## src/rtl/rv32i_lsu_pkg.sv

```systemverilog
// Shared RV32I core definitions used by the load/store unit: memory-op and
// access-size encodings, byte-enable constants, LSU FSM states and helpers.
package rv32i_lsu_pkg;

    // Memory operation encoding from decode.
    localparam logic [1:0] LOAD      = 2'b00;
    localparam logic [1:0] STORE     = 2'b01;
    localparam logic [1:0] MEM_NOOP  = 2'b11;

    // Access size encoding from decode.
    localparam logic [1:0] BYTE      = 2'b00;
    localparam logic [1:0] HALF_WORD = 2'b01;
    localparam logic [1:0] WORD      = 2'b10;

    // mem_unsigned flag: set for LBU/LHU (zero-extend), clear for LB/LH.
    localparam logic MEM_LOAD_UNSIGNED = 1'b1;
    localparam logic MEM_LOAD_SIGNED   = 1'b0;

    // Byte-enable patterns for lane 0; shifted left by the byte offset.
    localparam logic [3:0] BE_BYTE = 4'b0001;
    localparam logic [3:0] BE_HALF = 4'b0011;
    localparam logic [3:0] BE_WORD = 4'b1111;

    typedef enum logic [1:0] {
        IDLE      = 2'b00,
        REQ       = 2'b01,
        WAIT_RESP = 2'b10,
        DONE      = 2'b11
    } lsu_state_t;

    // Reserved size 2'b11 is reported as misaligned so it never reaches the bus.
    function automatic logic lsu_misaligned(input logic [1:0] size, input logic [1:0] off);
        logic r;
        case (size)
            BYTE:      r = 1'b0;
            HALF_WORD: r = off[0];
            WORD:      r = (off != 2'b00);
            default:   r = 1'b1;
        endcase
        return r;
    endfunction

    function automatic logic [3:0] lsu_byte_enable(input logic [1:0] size,
                                                   input logic [1:0] off);
        logic [3:0] r;
        case (size)
            BYTE:      r = BE_BYTE << off;
            HALF_WORD: r = BE_HALF << off;
            default:   r = BE_WORD;
        endcase
        return r;
    endfunction

    // Replicate store data across all lanes so the byte enables pick the right one.
    function automatic logic [31:0] lsu_store_lanes(input logic [1:0] size,
                                                    input logic [31:0] data);
        logic [31:0] r;
        case (size)
            BYTE:      r = {4{data[7:0]}};
            HALF_WORD: r = {2{data[15:0]}};
            default:   r = data;
        endcase
        return r;
    endfunction

endpackage

```

## src/rtl/rv32i_load_align.sv

```systemverilog
// Extracts the addressed byte/halfword from a 32-bit read word and
// sign- or zero-extends it to 32 bits. Words pass through unchanged.
module rv32i_load_align
    import rv32i_lsu_pkg::*;
(
    input  logic [31:0] i_rdata,
    input  logic [1:0]  i_off,
    input  logic [1:0]  i_size,
    input  logic        i_unsigned,
    output logic [31:0] o_data
);

    logic [7:0]  w_byte;
    logic [15:0] w_half;
    logic        w_sign;

    // Lane selection followed by extension according to size and signedness.
    always_comb begin
        w_byte = i_rdata[{i_off, 3'b000} +: 8];
        // Halfword accesses are always aligned here, so only off[1] matters.
        w_half = i_off[1] ? i_rdata[31:16] : i_rdata[15:0];
        w_sign = 1'b0;
        o_data = i_rdata;
        case (i_size)
            BYTE: begin
                w_sign = (i_unsigned != MEM_LOAD_UNSIGNED) & w_byte[7];
                o_data = {{24{w_sign}}, w_byte};
            end
            HALF_WORD: begin
                w_sign = (i_unsigned != MEM_LOAD_UNSIGNED) & w_half[15];
                o_data = {{16{w_sign}}, w_half};
            end
            default: o_data = i_rdata;
        endcase
    end

endmodule

```

## src/rtl/rv32i_lsu.sv

```systemverilog
// Load/store unit: accepts one decoded memory op at a time, drives a single
// outstanding request/grant/response data bus, and returns extended load data
// to writeback. Misaligned accesses and MEM_NOOP complete without bus traffic.
module rv32i_lsu
    import rv32i_lsu_pkg::*;
#(
    parameter int unsigned ADDR_W = 32,
    parameter int unsigned DATA_W = 32
) (
    input  logic              clk,
    input  logic              rst_n,
    input  logic              req_valid,
    output logic              req_ready,
    input  logic [1:0]        mem_op,
    input  logic [1:0]        mem_size,
    input  logic              mem_unsigned,
    input  logic              wb_req,
    input  logic [4:0]        rd,
    input  logic [ADDR_W-1:0] addr,
    input  logic [DATA_W-1:0] store_data,
    output logic              dmem_req,
    output logic              dmem_we,
    output logic [3:0]        dmem_be,
    output logic [ADDR_W-1:0] dmem_addr,
    output logic [DATA_W-1:0] dmem_wdata,
    input  logic              dmem_gnt,
    input  logic              dmem_rvalid,
    input  logic [DATA_W-1:0] dmem_rdata,
    output logic              wb_valid,
    output logic              wb_en,
    output logic [4:0]        wb_rd,
    output logic [DATA_W-1:0] wb_data,
    output logic              misaligned,
    output logic [ADDR_W-1:0] misaligned_addr
);

    lsu_state_t        r_state;
    lsu_state_t        w_state_d;

    logic [1:0]        r_op;
    logic [1:0]        r_size;
    logic              r_unsigned;
    logic [4:0]        r_rd;
    logic [ADDR_W-1:0] r_addr;
    logic [3:0]        r_be;
    logic [DATA_W-1:0] r_wdata;
    logic              r_misaligned;
    logic              r_wb_en;
    logic [DATA_W-1:0] r_wb_data;

    logic              w_accept;
    logic              w_is_mem;
    logic              w_mis_in;
    logic [DATA_W-1:0] w_load_data;

    assign w_accept = req_valid & (r_state == IDLE);
    // Any op other than LOAD/STORE (including the unused 2'b10) behaves as MEM_NOOP.
    assign w_is_mem = (mem_op == LOAD) | (mem_op == STORE);
    assign w_mis_in = w_is_mem & lsu_misaligned(mem_size, addr[1:0]);

    assign dmem_addr  = {r_addr[ADDR_W-1:2], 2'b00};
    assign dmem_wdata = r_wdata;
    assign wb_rd      = r_rd;
    assign wb_data    = r_wb_data;

    rv32i_load_align u_load_align (
        .i_rdata    (dmem_rdata),
        .i_off      (r_addr[1:0]),
        .i_size     (r_size),
        .i_unsigned (r_unsigned),
        .o_data     (w_load_data)
    );

    // FSM state register; reset abandons any in-flight request.
    always_ff @(posedge clk or negedge rst_n) begin
        if (!rst_n) begin
            r_state <= IDLE;
        end else begin
            r_state <= w_state_d;
        end
    end

    // Next-state and bus/writeback outputs, all decoded from the current state.
    always_comb begin
        w_state_d       = r_state;
        req_ready       = 1'b0;
        dmem_req        = 1'b0;
        dmem_we         = 1'b0;
        dmem_be         = 4'b0000;
        wb_valid        = 1'b0;
        wb_en           = 1'b0;
        misaligned      = 1'b0;
        misaligned_addr = '0;
        unique case (r_state)
            IDLE: begin
                req_ready = 1'b1;
                if (w_accept) begin
                    w_state_d = (w_is_mem && !w_mis_in) ? REQ : DONE;
                end
            end
            REQ: begin
                dmem_req = 1'b1;
                dmem_we  = (r_op == STORE);
                dmem_be  = r_be;
                if (dmem_gnt) begin
                    w_state_d = (r_op == STORE) ? DONE : WAIT_RESP;
                end
            end
            WAIT_RESP: begin
                if (dmem_rvalid) begin
                    w_state_d = DONE;
                end
            end
            DONE: begin
                wb_valid   = 1'b1;
                wb_en      = r_wb_en;
                misaligned = r_misaligned;
                if (r_misaligned) begin
                    misaligned_addr = r_addr;
                end
                w_state_d = IDLE;
            end
            default: w_state_d = IDLE;
        endcase
    end

    // Capture the op fields and precomputed bus fields on accept.
    always_ff @(posedge clk or negedge rst_n) begin
        if (!rst_n) begin
            r_op         <= MEM_NOOP;
            r_size       <= BYTE;
            r_unsigned   <= 1'b0;
            r_rd         <= 5'd0;
            r_addr       <= '0;
            r_be         <= 4'b0000;
            r_wdata      <= '0;
            r_misaligned <= 1'b0;
            r_wb_en      <= 1'b0;
        end else if (w_accept) begin
            r_op         <= mem_op;
            r_size       <= mem_size;
            r_unsigned   <= mem_unsigned;
            r_rd         <= rd;
            r_addr       <= addr;
            r_be         <= lsu_byte_enable(mem_size, addr[1:0]);
            r_wdata      <= lsu_store_lanes(mem_size, store_data);
            r_misaligned <= w_mis_in;
            // Only an aligned load to a non-zero register writes back.
            r_wb_en      <= (mem_op == LOAD) & ~w_mis_in & wb_req & (rd != 5'd0);
        end
    end

    // Load result register; holds its value until the next load response.
    always_ff @(posedge clk or negedge rst_n) begin
        if (!rst_n) begin
            r_wb_data <= '0;
        end else if ((r_state == WAIT_RESP) && dmem_rvalid) begin
            r_wb_data <= w_load_data;
        end
    end

endmodule
```

## config.mk

```make
export PLATFORM = sky130hd
export DESIGN_NAME = rv32i_lsu
export DESIGN_NICKNAME = d
export VERILOG_FILES = /design/src/rtl/rv32i_lsu_pkg.sv /design/src/rtl/rv32i_load_align.sv /design/src/rtl/rv32i_lsu.sv
export SDC_FILE = /design/constraint.sdc
export NUM_CORES = 1
export LEC_CHECK = 0
export ABC_AREA = 0
export BUFFER_PORTS_ARGS = -buffer_cell sky130_fd_sc_hd__buf_2
export CAP_MARGIN = 20
export CORE_AREA = 2 2 114 116
export DETAILED_ROUTE_END_ITERATION = 8
export DIE_AREA = 0 0 116 118
export PLACE_DENSITY_LB_ADDON = 0.2
export SETUP_SLACK_MARGIN = 0.3
export SYNTH_ARGS = -nofsm -noshare
export SYNTH_HDL_FRONTEND = slang
export SYNTH_SLANG_ARGS = --single-unit
export TNS_END_PERCENT = 20
```

## constraint.sdc

```tcl
create_clock -name clk -period 1.9 [get_ports clk]
set_input_delay 0.285 -clock clk [delete_from_list [all_inputs] [get_ports clk]]
set_output_delay 0.285 -clock clk [all_outputs]
set_load 0.01 [all_outputs]
```

-- Word level (Yosys, flattened, before mapping)
Cells that the tools add are included.
- flip-flop bits (word level): 114
- latch bits: 0
- RAM bits: 0
- ROM bits: 0
- bits of input ports: 112
- output and inout bits: 143
- memories kept: 0
- add/subtract/negate cells: 0
- multiply operators: 0
- divide/modulo/power cells: 0
- order comparisons: 0
- equality and inequality tests: 11
- shifts and indexed selects: 3
- mux-type cells: 20
- bitwise operators: 10
- reduce and logical (&&, ||, !) cells: 10
- operators by type and width (cell ; number):
    case mux 32 bit (2 select lines) ; 2
    2-to-1 mux 32 bit ; 2
    indexed part select 32 x 6 -> 8 bit ; 1
    2-to-1 mux 16 bit ; 1
    equality test 2 x 1 -> 1 bit (second input constant) ; 5
    zero test 2 bit ; 4
    2-to-1 mux 2 bit ; 4
    case mux 2 bit (4 select lines) ; 1
    case mux 4 bit (2 select lines) ; 1
    bitwise AND 1 bit ; 7
    2-to-1 mux 1 bit ; 7
    equality test 2 bit (second input constant) ; 3
    inequality test 2 bit (second input constant) ; 3
    nonzero test 5 bit ; 1
    2-to-1 mux 4 bit ; 1
    << shifter 1 x 2 -> 4 bit (first input constant) ; 1
    << shifter 2 x 2 -> 4 bit (first input constant) ; 1
    case mux 1 bit (3 select lines) ; 1
    AND reduction 3 bit ; 1
    logical AND 1 bit ; 2
    NOT 1 bit ; 2
    nonzero test 2 bit ; 1
    zero test 1 bit ; 1
    OR 1 bit ; 1

-- Depth between registers and ports, before layout
- depth in word-level cells: 8
- depth in mapped cells: 8
- depth with buffers taken out: 6

-- By module
From an unflattened synthesis, not the netlist that was laid out.
- cell total of the unflattened synthesis: 547
- area, all modules: 5938.2 µm²
- modules (own cells, without submodules) (module ; instances ; cells each ; area each (µm²) ; seq. area each (µm²)):
    rv32i_lsu ; 1 ; 425 ; 5243.8 ; 2855.2
    rv32i_load_align ; 1 ; 122 ; 694.4 ; 0.0

-- Worst setup path after synthesis
Ideal clock, no wire load.
- path kind: register to register
- start point: reg r_state[0]
- end point: reg r_wdata[0], in the netlist dmem_wdata[0]
- library setup time: 125 ps
- arrival time: 1674 ps
- required time: 1775 ps
- setup slack: 102 ps
- cell stages (with the launch flop): 7
- path through: dfrtp_1 -> inv_1 -> ha_1 -> nand2_1 -> clkbuf_1 -> buf_2 -> mux2_2
- longest elaborated chain between the ends: 2
- ends and longest elaborated chain (what ; RTL line ; RTL):
    from (decl) ; rv32i_lsu.sv:37 ; lsu_state_t r_state;
    from (signal assigned) ; rv32i_lsu.sv:79 ; r_state <= w_state_d;
    zero test 2 bit ; rv32i_lsu.sv:56 ; assign w_accept = req_valid & (r_state == IDLE);
    bitwise AND 1 bit ; rv32i_lsu.sv:56 ;
    to (signal assigned) ; rv32i_lsu.sv:146 ; r_wdata <= lsu_store_lanes(mem_size, store_data);
    to (decl) ; rv32i_lsu.sv:46 ; logic [DATA_W-1:0] r_wdata;
No other way between the ends.
A chain may end at the register's enable or synchronous reset.

-- Worst setup path in the final report
- start point: reg r_state[1]
- end point: out misaligned_addr[31]
- longest elaborated chain between the ends: 2
- ends and longest elaborated chain (what ; RTL line ; RTL):
    equality test 2 bit ; rv32i_lsu.sv:94 ; unique case (r_state)
    2-to-1 mux 32 bit ; rv32i_lsu.sv:94 ;
    to (decl) ; rv32i_lsu.sv:34 ; output logic [ADDR_W-1:0] misaligned_addr
No other way between the ends.

==> impl_metrics.csv <==
group,metric,value,unit
status,status,"complete, no violations",
cells_and_area,final_common_cell,"buf_2",
yosys,yosys.cell_types.count,43,
route,first_iter_violations,305,
route,highest_layer,"met4",
route,first_pass_iters,4,
clocking,tritoncts,"yes",
global_routing,grt_max_degree,39,
floorplan,start_util,47.43,%
sta,setup_viol,0,
setup_path,cp-start-kind,"register",
route,wl_per_cell,16.13,um
floorplan,core_area,12410,sq um
route,route.detailed.drc,0,
setup_path,cp.required,1620,ps
power_and_ir_drop,clkPwrFrac,23.3,%
clocking,cts-root-buf,"clkbuf_16",
setup_path,crit_path_top_delay_cell,"dfrtp_2",
power_and_ir_drop,ir_worst_vdd,0.8101,mV
clocking,cts_max_level,4,
cells_and_area,layoutNonFillerInstCount,1001,
setup_path,critical_path_class,"reg2out",
sta,slew_headroom,62.68,%
yosys,ys_seq_area_share,48.49,%
power_and_ir_drop,p_leak,4.102,nW
sta,worstMarginPinSlew,559.2,ps
clocking,clock_latency,410,ps
global_routing,grt_antenna_before_repair,0,
floorplan,num_rows,41,
setup_path,slowest_delay,440,ps
route,drt_wl_total,16150,um
power_and_ir_drop,swShare,36.60,%
global_routing,grt_pass1_wl,25960,um
sta,rsz0062_at_grt,"yes",
global_routing,overflow,0,
yosys,syn-cell-area,5888,sq um
cells_and_area,diodes,0,
clocking,cts.path.max_buffers,2,
setup_path,crit_buf_inv,2,
floorplan,die_x,116,um
sta,setup_slack,99.75,ps
cells_and_area,final_cell_mix,"buf_2, dfrtp_1, nor2_1, nand2_1, mux2_2",
cells_and_area,nets,933,
yosys,avgSynthCellArea,10.05,sq um
global_routing,grt_pass1_vias,5228,
power_and_ir_drop,seqPwrFrac,33.7,%
yosys,synth_cells,586,
yosys,yosysWarnings,0,
route,dr_total_vias,5271,
placed_design,placed_area,7218,sq um
power_and_ir_drop,power,13.40,mW
min_path,hold_path.class,"in2reg",
clocking,clock-sinks,114,
cells_and_area,final_core_util,64.45,%
placed_design,dp_hpwl,11960,um
sta,fin_crit_sh,94.75,%
floorplan,ios,255,
sta,min_period,1800,ps
job,drv_cap,0,
placed_design,io_buffers,252,
sta,clock_skew,11.20,ps
cells_and_area,fin_area,8001,sq um
sta,tns,0,ps
clocking,numCtsBuffers,17,
sta,drv_slew,0,
route,dr_wl_met2,8155,um
clocking,clk_pin_slew,50,ps
sta,fmax,555.5,MHz
floorplan,die_area,13690,sq um
route,vias_per_cell,5.266,
setup_path,crit_arrival,1520,ps
placed_design,place_congestion,0.8829,
sta,hold_viol_final,0,
setup_path,critPathTopFamily,"flip-flops",
floorplan,die-height,118,um
placed_design,placed_cells,962,
route,drtAntennaViolNets,0,
sta,worst_hold_slack,105.4,ps
power_and_ir_drop,p_sw,4.905,mW
route,wl_met3,1097,um
cells_and_area,drive_gt1_share,46.68,%
cells_and_area,syn2layout_area_growth,35.89,%
route,met1_length,6631,um
placed_design,dp_slack,121.8,ps
yosys,ys.flop_type,"dfrtp_1",
power_and_ir_drop,power.density,1675,nW/um^2
setup_path,cp_cell_sequence,"ha_4 -> buf_12 -> and3_1 -> buf_2",
setup_path,critPathCaptureType,"output port",
power_and_ir_drop,comb_power_share,43.1,%
yosys,synthArstFlopShare,100.0,%
setup_path,crit_fanout,32,
yosys,synth-edff-count,0,
power_and_ir_drop,internal-power,8.496,mW
global_routing,grt_use_total,24.27,%
yosys,ys_seq_elements,114,
-- synthesized netlist by cell type, drive strengths merged (2+ instances only) --
master,number,area (sq um)
a2111oi,8,70.07
a211oi,13,97.59
a21o,3,22.52
a21oi,40,200.2
a221oi,4,35.03
and2,7,43.79
and3,34,217.7
buf,45,309.0
clkbuf,27,101.4
dfrtp,112,2803
dfstp,2,52.55
ha,5,62.56
inv,8,30.03
mux2,50,566.8
mux2i,32,320.3
nand2,55,206.5
nand2b,8,50.05
nand3b,7,52.55
nor2,62,235.2
nor2b,2,12.51
nor4,2,33.78
o21ai,37,185.2
o221ai,8,70.07
o31ai,3,22.52
or2,2,12.52
-- registers in the layout, indices dropped and copies added, names as in the netlist --
name          flops
dmem_wdata       32
r_addr           32
r_be              4
r_misaligned      1
r_op              2
r_size            2
r_state           2
r_unsigned        1
r_wb_en           1
wb_data          32
wb_rd             5
-- what timing repair did --
action	in CTS	in global routing
endpoints found under the setup margin	119	134
resized for setup	13	25
pin swaps	3	1
endpoints found under the hold margin	19	0
gates cloned	0	0
hold buffers	1	0
setup buffers	6	0
-- power groups by stage --
stage / Combinational [mW] / Clock (mW) / Sequential (mW)
after detailed placement: 5.46 / 0 / 4.49
after global routing: 6.39 / 3.30 / 4.66
after global placement: 5.32 / 0 / 4.41
after floorplan: 3.49 / 0 / 4.64
final: 5.77 / 3.12 / 4.51
after CTS: 5.67 / 3.19 / 4.50
-- path summary, 6_finish.rpt --
| path | start | endpoint | slack [ps] | cells past startpoint |
|---|---|---|---|---|
| min reg2reg | r_wb_en$_DFFE_PN0P_ | r_wb_en$_DFFE_PN0P_ | 470 | 1 |
| max | r_state[1]$_DFFE_PN0P_ | misaligned_addr[31] | 100 | 4 |
| max reg2reg | r_state[0]$_DFFE_PN0P_ | dmem_wdata[5]$_DFFE_PN0P_ | 240 | 5 |
| max in group asynchronous | rst_n | r_op[1]$_DFFE_PN1P_ | 950 | 3 |
| min in group asynchronous | rst_n | wb_data[26]$_DFFE_PN0P_ | 340 | 2 |
| min | addr[2] | r_addr[2]$_DFFE_PN0P_ | 110 | 2 |
-- cells by family (layout without fill, tap and decap cells) --
| group | count (synthesis) | in the layout | share of synthesized area, % |
|---|---|---|---|
| simple gates | 184 | 184 | 15.30 |
| flops | 114 | 114 | 48.49 |
| buf+inv | 80 | 322 | 7.480 |
| fa+ha+maj | 5 | 5 | 1.062 |
| other cells | 1 | 2 | 0.06369 |
| mux | 82 | 82 | 15.07 |
| compound gates | 120 | 120 | 12.54 |
-- routing by layer --
metal  up-vias  GRT usage, %
li1       2495             -
met1      2549         29.34
met2       204         40.61
met3        23         6.591
met4         0         9.896
met5         -             0
-- final cells by class --
cell class	count	area, sq um
clock buffers	27	513.0
clock inverters	5	75.07
fillers	1075	4413
inverters	8	30.03
multi-input cells	393	2690
flip-flops and latches	114	2860
well taps	172	215.2
repair buffers	282	1618
Note: power is estimated with default switching activity, not from simulation.
